File: src/rtl/smj_hand_collector.sv
// Collects tiles from a valid/ready stream into a 5-tile hand and holds it for the evaluator.
// Optional build macro SMJ_GAP_TIMEOUT_EN discards a partial hand after TIMEOUT_CYC idle cycles.
module smj_hand_collector #(
    parameter int TILE_W      = 6,
    parameter int HAND_SZ     = 5,
    parameter int CNT_W       = 8,
    parameter int TIMEOUT_CYC = 16
) (
    input  logic              clk,
    input  logic              rst_n,
    input  logic              in_valid,
    input  logic [TILE_W-1:0] in_tile,
    output logic              in_ready,
    output logic              hand_valid,
    input  logic              hand_ready,
    output logic [TILE_W-1:0] hand_n0,
    output logic [TILE_W-1:0] hand_n1,
    output logic [TILE_W-1:0] hand_n2,
    output logic [TILE_W-1:0] hand_n3,
    output logic [TILE_W-1:0] hand_n4,
    output logic [CNT_W-1:0]  hand_cnt,
    output logic              timeout_err,
    output logic              o_dbg_state
);

    // Handshakes: a transfer happens on a rising edge where valid && ready are both high;
    // in_ready and hand_valid are registered state decodes, so no input reaches them combinationally.
    typedef enum logic {
        S_COLLECT = 1'b0,
        S_HOLD    = 1'b1
    } state_t;

    localparam logic [2:0] LAST_IDX = 3'(HAND_SZ - 1);

    state_t            r_state;
    logic [2:0]        r_idx;
    logic [TILE_W-1:0] r_slot [HAND_SZ];
    logic              r_in_ready;
    logic              r_hand_valid;
    logic [CNT_W-1:0]  r_hand_cnt;
    logic              w_accept;

    assign w_accept = in_valid && r_in_ready;

`ifdef SMJ_GAP_TIMEOUT_EN
    localparam int IDLE_W = $clog2(TIMEOUT_CYC + 1);
    localparam logic [IDLE_W-1:0] IDLE_LAST = IDLE_W'(TIMEOUT_CYC - 1);

    logic [IDLE_W-1:0] r_idle;
    logic              r_timeout_err;
`endif

    always_ff @(posedge clk or negedge rst_n) begin
        if (!rst_n) begin
            r_state      <= S_COLLECT;
            r_idx        <= 3'd0;
            r_in_ready   <= 1'b0;
            r_hand_valid <= 1'b0;
            r_hand_cnt   <= '0;
            for (int i = 0; i < HAND_SZ; i++) begin
                r_slot[i] <= '0;
            end
`ifdef SMJ_GAP_TIMEOUT_EN
            r_idle        <= '0;
            r_timeout_err <= 1'b0;
`endif
        end else begin
`ifdef SMJ_GAP_TIMEOUT_EN
            r_timeout_err <= 1'b0;
`endif
            case (r_state)
                S_COLLECT: begin
                    if (w_accept) begin
                        r_slot[r_idx] <= in_tile;
`ifdef SMJ_GAP_TIMEOUT_EN
                        r_idle <= '0;
`endif
                        if (r_idx == LAST_IDX) begin
                            r_idx        <= 3'd0;
                            r_state      <= S_HOLD;
                            r_hand_valid <= 1'b1;
                            r_in_ready   <= 1'b0;
                        end else begin
                            r_idx      <= r_idx + 3'd1;
                            r_in_ready <= 1'b1;
                        end
                    end else begin
                        r_in_ready <= 1'b1;
`ifdef SMJ_GAP_TIMEOUT_EN
                        // Idle edges only count once a hand has started; expiry drops the partial hand.
                        if (r_idx == 3'd0) begin
                            r_idle <= '0;
                        end else if (r_idle == IDLE_LAST) begin
                            r_idx         <= 3'd0;
                            r_idle        <= '0;
                            r_timeout_err <= 1'b1;
                        end else begin
                            r_idle <= r_idle + 1'b1;
                        end
`endif
                    end
                end
                S_HOLD: begin
`ifdef SMJ_GAP_TIMEOUT_EN
                    r_idle <= '0;
`endif
                    if (hand_ready) begin
                        r_state      <= S_COLLECT;
                        r_hand_valid <= 1'b0;
                        r_in_ready   <= 1'b1;
                        r_hand_cnt   <= r_hand_cnt + 1'b1;
                    end
                end
                default: begin
                    r_state      <= S_COLLECT;
                    r_idx        <= 3'd0;
                    r_hand_valid <= 1'b0;
                    r_in_ready   <= 1'b1;
                end
            endcase
        end
    end

    assign in_ready    = r_in_ready;
    assign hand_valid  = r_hand_valid;
    assign hand_cnt    = r_hand_cnt;
    assign o_dbg_state = r_state;
    assign hand_n0     = r_slot[0];
    assign hand_n1     = r_slot[1];
    assign hand_n2     = r_slot[2];
    assign hand_n3     = r_slot[3];
    assign hand_n4     = r_slot[4];

`ifdef SMJ_GAP_TIMEOUT_EN
    assign timeout_err = r_timeout_err;
`else
    assign timeout_err = 1'b0;
`endif

endmodule

File: config.mk
export PLATFORM = sky130hd
export DESIGN_NAME = smj_hand_collector
export DESIGN_NICKNAME = d
export VERILOG_FILES = /design/src/rtl/smj_hand_collector.sv
export SDC_FILE = /design/constraint.sdc
export NUM_CORES = 1
export LEC_CHECK = 0
export CELL_PAD_IN_SITES_DETAIL_PLACEMENT = 0
export CELL_PAD_IN_SITES_GLOBAL_PLACEMENT = 1
export CORE_MARGIN = 2
export CORE_UTILIZATION = 40
export DETAILED_ROUTE_END_ITERATION = 12
export PLACE_DENSITY_LB_ADDON = 0.12
export SLEW_MARGIN = 20
export SYNTH_ARGS = -nofsm -noshare
export SYNTH_HDL_FRONTEND = slang
export SYNTH_SLANG_ARGS = --single-unit
File: constraint.sdc
create_clock -name clk -period 2.17 [get_ports clk]
set_input_delay 0.5425 -clock clk [delete_from_list [all_inputs] [get_ports clk]]
set_output_delay 0.5425 -clock clk [all_outputs]
set_load 0.01 [all_outputs]
# After elaboration in Yosys (flattened, before gate mapping)
# Cells that the tools add are included.
dict set report totals {
  inputBits 10
  ff_bits 44
  elab_cells 41
}
dict set report op_classes {
  n_mux 16
  bitwise 2
  n_addsub 2
  n_reduce_logical 5
  order_cmp 2
  n_eq_ne 4
}
# operator n
set ops {}
lappend ops {{bitwise mux 30 bit} 1}
lappend ops {{demux 6 bit (select 3 bit)} 1}
lappend ops {{two-way mux 1 bit} 9}
lappend ops {{adder 8 x 1 -> 8 bit, second input constant} 1}
lappend ops {{two-way mux 6 bit} 1}
lappend ops {{inequality test 2 bit, second input constant} 3}
lappend ops {{case mux 1 bit (2 select lines)} 3}
lappend ops {{greater-or-equal comparator 4 bit, second input constant} 1}
lappend ops {{< comparator 4 x 1 -> 1 bit, second input constant} 1}
lappend ops {{NOT 3 -> 4 bit} 1}
lappend ops {{AND reduction 2 bit} 2}
lappend ops {{adder 3 x 1 -> 3 bit, second input constant} 1}
lappend ops {{equality test 3 bit, second input constant} 1}
lappend ops {{two-way mux 3 bit} 1}
lappend ops {{AND reduction 3 bit} 1}
lappend ops {{logical AND 1 bit} 2}
lappend ops {{NOT 1 bit} 1}

# Depth between registers and ports, before layout
dict set report depth {
  word_depth 6
  ltp_mapped 5
}

# Least setup slack after synthesis
# No wires, ideal clock.
dict set report synth_timing {
  path_type {input -> register}
  start {input in_valid}
  end {register r_slot, in the netlist hand_n3[0]}
  slack_ns 0.676
  path_stages 4
  t_required_ns 2.045
  arrival_time_ns 1.369
  path_buffers 1
  setup_ns 0.125
  path_cell_list {and3b_1 -> and4_4 -> buf_6 -> mux2_4}
}
dict set report synth_between {
  elab_chain_cells 2
}
# item line_no
set synth_lines {}
lappend synth_lines {{from (decl)} 11} ;# input logic in_valid,
lappend synth_lines {{logical AND 1 bit} 43} ;# assign w_accept = in_valid && r_in_ready;
lappend synth_lines {{AND reduction 2 bit (no source line)} -}
lappend synth_lines {{to (signal, indexed assignment)} 74} ;# r_slot[r_idx] <= in_tile;
lappend synth_lines {{to (decl)} 37} ;# logic [TILE_W-1:0] r_slot [HAND_SZ];
# Every way passes these cells.
# A chain may end at the register's enable or synchronous reset.

# Worst setup path in the final report
dict set report layout_timing {
  start {register r_state (netlist: o_dbg_state)}
  end {output o_dbg_state}
}
# item line_no
set layout_rtl {}
lappend layout_rtl {{from (decl)} 35} ;# state_t r_state;
lappend layout_rtl {{from (signal assigned)} 55} ;# r_state <= S_COLLECT;
lappend layout_rtl {{from (signal assigned)} 80} ;# r_state <= S_HOLD;
lappend layout_rtl {{from (signal assigned)} 108} ;# r_state <= S_COLLECT;
lappend layout_rtl {{to (decl)} 23} ;# output logic o_dbg_state
# No word-level cell between the ends.

==> summary.txt <==
Power and ir drop
  – P per Cell Area: 1450 nW/um^2
  – Sequential power share: 39.1%
  – Leakage: around 1.1 nW
  – Sw power: around 1.1 mW
  – Net Sw Frac: between 20% and 30%
  – Worst VDD drop: 0.600 mV
  – Pint: 2.56 mW
  – Combinational power share: 42.4%
  – Clock power share: 18.4%
  – Total Power: 3.61 mW

Drt
  – Wirelength per Cell: ~15 um
  – First-pass DRT Iterations: 4
  – Drt drc: 0
  – Vias per cell: ~5
  – DR iter-0 viols: 65
  – DR vias: 1189
  – WL final: 3.54 mm
  – Detail Route Antenna Nets: 0

Worst setup path
  – Worst path slowest cell: clkdlybuf4s50_1
  – Worst-path fanout max: 8
  – Slowest cell delay on critical path: around 590 ps
  – Crit Path Class: flop to output port
  – Worst path cell trace: clkdlybuf4s50_1
  – Worst path arrival time: 1350 ps
  – Critical path capture point type: output port
  – CP required: 1630 ps
  – Crit start category: flop
  – Worst path top cell family by delay: buffers and inverters
  – Buffers & Inverters on Critical Path: 1

CTS
  – Setup repair bufs after CTS: 0
  – Num CTS Buffers: 5
  – CTS Hold Buffers Added: 0
  – Worst skew pair latency: roughly 290 ps
  – Clock Pin Slew Worst Setup and Hold Paths: 80 ps
  – Cts repair resizes: 0
  – Clock buffer depth: 2
  – CTS tree: yes
  – Root Driver: clkbuf_8
  – H-Tree Depth: 2
  – Num Clock Sinks: 44

Final layout
  – Ant. Diodes: 0
  – Final Instance Area: 2490 sq um
  – Multi-input logic area: 666 sq um
  – Area added between synthesis and finish: 37.8%
  – FILL cells: 356
  – Most frequent cells in the layout: clkdlybuf4s50_1 (49), dfrtp_1 (44), mux2_2 (25)
  – Commonest non-fill, non-tap cell in the layout: clkdlybuf4s50_1
  – Layout Nets: 195
  – Fraction of layout cells with a size suffix above 1: between 20% and 30%
  – FF+latch area: between 1000 and 1500 sq um

STA
  – Final setup viols: 0
  – Worst slew pin tran: roughly 500 ps
  – Post-Route Setup TNS: 0 ps
  – Final worst slack: 280 ps
  – Minimum clock period: 1890 ps
  – Fin. Hold Viols: 0
  – Worst rel slew slack: 66.3%
  – Skew final: 5.77 ps
  – Fmax: roughly 530 MHz
  – Max Slew Vio Count: 0
  – Period utilization: 87.1%
  – RSZ-0062 raised after global routing: false

Flow run
  – # Max-Cap Violations: 0

Floorplan
  – Initial Util: 41.5%
  – Die area: 5070 sq um
  – Core area: roughly 4400 sq um
  – IO Count: 52
  – Die Span Y: 71.2 um
  – Core Rows: 24
  – Die W: 71.2 um

Placement
  – Pre-CTS worst setup slack: 153 ps
  – Port bufs: 50
  – HPWL Detailed: ~2.6 mm
  – Final GP Congestion: 0.671
  – DP Area: between 2000 and 2500 sq um

Yosys
  – Mapped cell area: 1810 sq um
  – Sequential area share after synthesis: approximately 61%
  – Post-synthesis cell type count: 27
  – Top FF cell, synth: dfrtp_1
  – Ys async rst share: 100%
  – Synthesized area per cell: 14.3 sq um
  – Syn Inst Count: 126
  – Post-synthesis register bit count: 44
  – Yosys warns: 0
  – EDFF count, synth: 0
  – Post-synth net total: between 100 and 150

Min path
  – Hold/Removal Path Class: primary input to async pin

Global routing
  – GRT Residual Overflow: 0
  – Largest net degree at the start of global routing: 25
  – Total GRT Usage: 15.6%
  – Vias in the first global route: 1211
  – First-pass GRT wire length: 5.95 mm
  – Initial antenna violation count: 0

Status
  – Status: finished, final reports clean
-- power by group through the flow --
stage / Sequential (mW) / Combinational [mW] / Clock (mW)
final: 1.42 / 1.53 / 0.666
after global routing: 1.47 / 1.65 / 0.728
after CTS: 1.42 / 1.56 / 0.684
after detailed placement: 1.43 / 1.55 / 0
after global placement: 1.42 / 1.52 / 0
after floorplan: 1.55 / 0.586 / 0
-- layer usage --
| metal | wire length, um | track usage [%] | part of all wire (%) | up-vias |
|---|---|---|---|---|
| met1 | 1510 | 19.2 | 43 | 597 |
| met4 | 50 | 5.66 | 1.4 | 0 |
| met3 | 260 | 5.56 | 7.3 | 5 |
| li1 | - | - | - | 549 |
| met5 | 0 | 0 | 0 | - |
| met2 | 1710 | 25.4 | 48 | 38 |
-- sequential cells by signal, summed over array words and instances, names as in the netlist, 3 cells and up --
signal and cells:
hand_n4 6, hand_n0 6, hand_n1 6, hand_n2 6, hand_n3 6, hand_cnt 8, r_idx 3
-- final cells by class --
cell class | instances | share of cell area (%)
Tap cell | 52 | 2.62
Clock inverter | 1 | 1.21
Clock buffer | 7 | 3.87
Inverter | 3 | 0.453
Timing Repair Buffer | 53 | 20.8
Sequential cell | 44 | 44.3
Multi-Input combinational cell | 75 | 26.8
-- worst register-to-register path, stage by stage (launching register included) --
cell	delay (ps)
dfrtp_1	430
nor3_1	240
and4_2	390
mux2_2	360
-- Yosys cell counts (2+ instances only) --
master	n	area share, %
mux2_4	6	5.0
inv_1	3	0.62
xnor2_1	5	2.4
and3b_1	2	0.97
ha_1	3	2.1
nand3_1	4	1.1
nand2_1	10	2.1
nor3_1	2	0.55
xor2_1	2	0.97
mux2_2	25	16
nand4_1	3	1.0
dfrtp_1	44	61
o21ai_0	3	0.83
-- kinds of logic after synthesis --
family,after synthesis,synth area share (%)
flip-flops,44,61.0
multiplexers,31,20.6
AND/OR/NAND/NOR,28,8.80
XOR/XNOR,7,3.40
buffers and inverters,7,2.15
AO/OA/AOI/OAI,5,1.80
adder cells (fa/ha/maj),3,2.08
other,1,0.208
-- path summary, 6_finish.rpt --
kind                              from     endpoint  slack [ps]  depth (start not counted)
hold / removal                   rst_n   hand_n2[1]         210                          1
max in group asynchronous        rst_n   hand_n2[4]        1290                          2
setup / recovery           o_dbg_state  o_dbg_state         280                          1
hold reg to reg            hand_cnt[7]  hand_cnt[7]         480                          1
setup reg to reg              r_idx[1]   hand_n4[4]         630                          3
min in group clk           hand_cnt[7]  hand_cnt[7]         480                          1
-- through the flow --
stage	util (%)	hold slack [ps]	std cells
finish	57.1	213	235
detailed placement	54.2	472	227
floorplan	-	247	126
global placement	54.2	463	227
CTS	57.1	218	235
global route	57.1	247	235
Note: power is estimated with default switching activity, not from simulation.
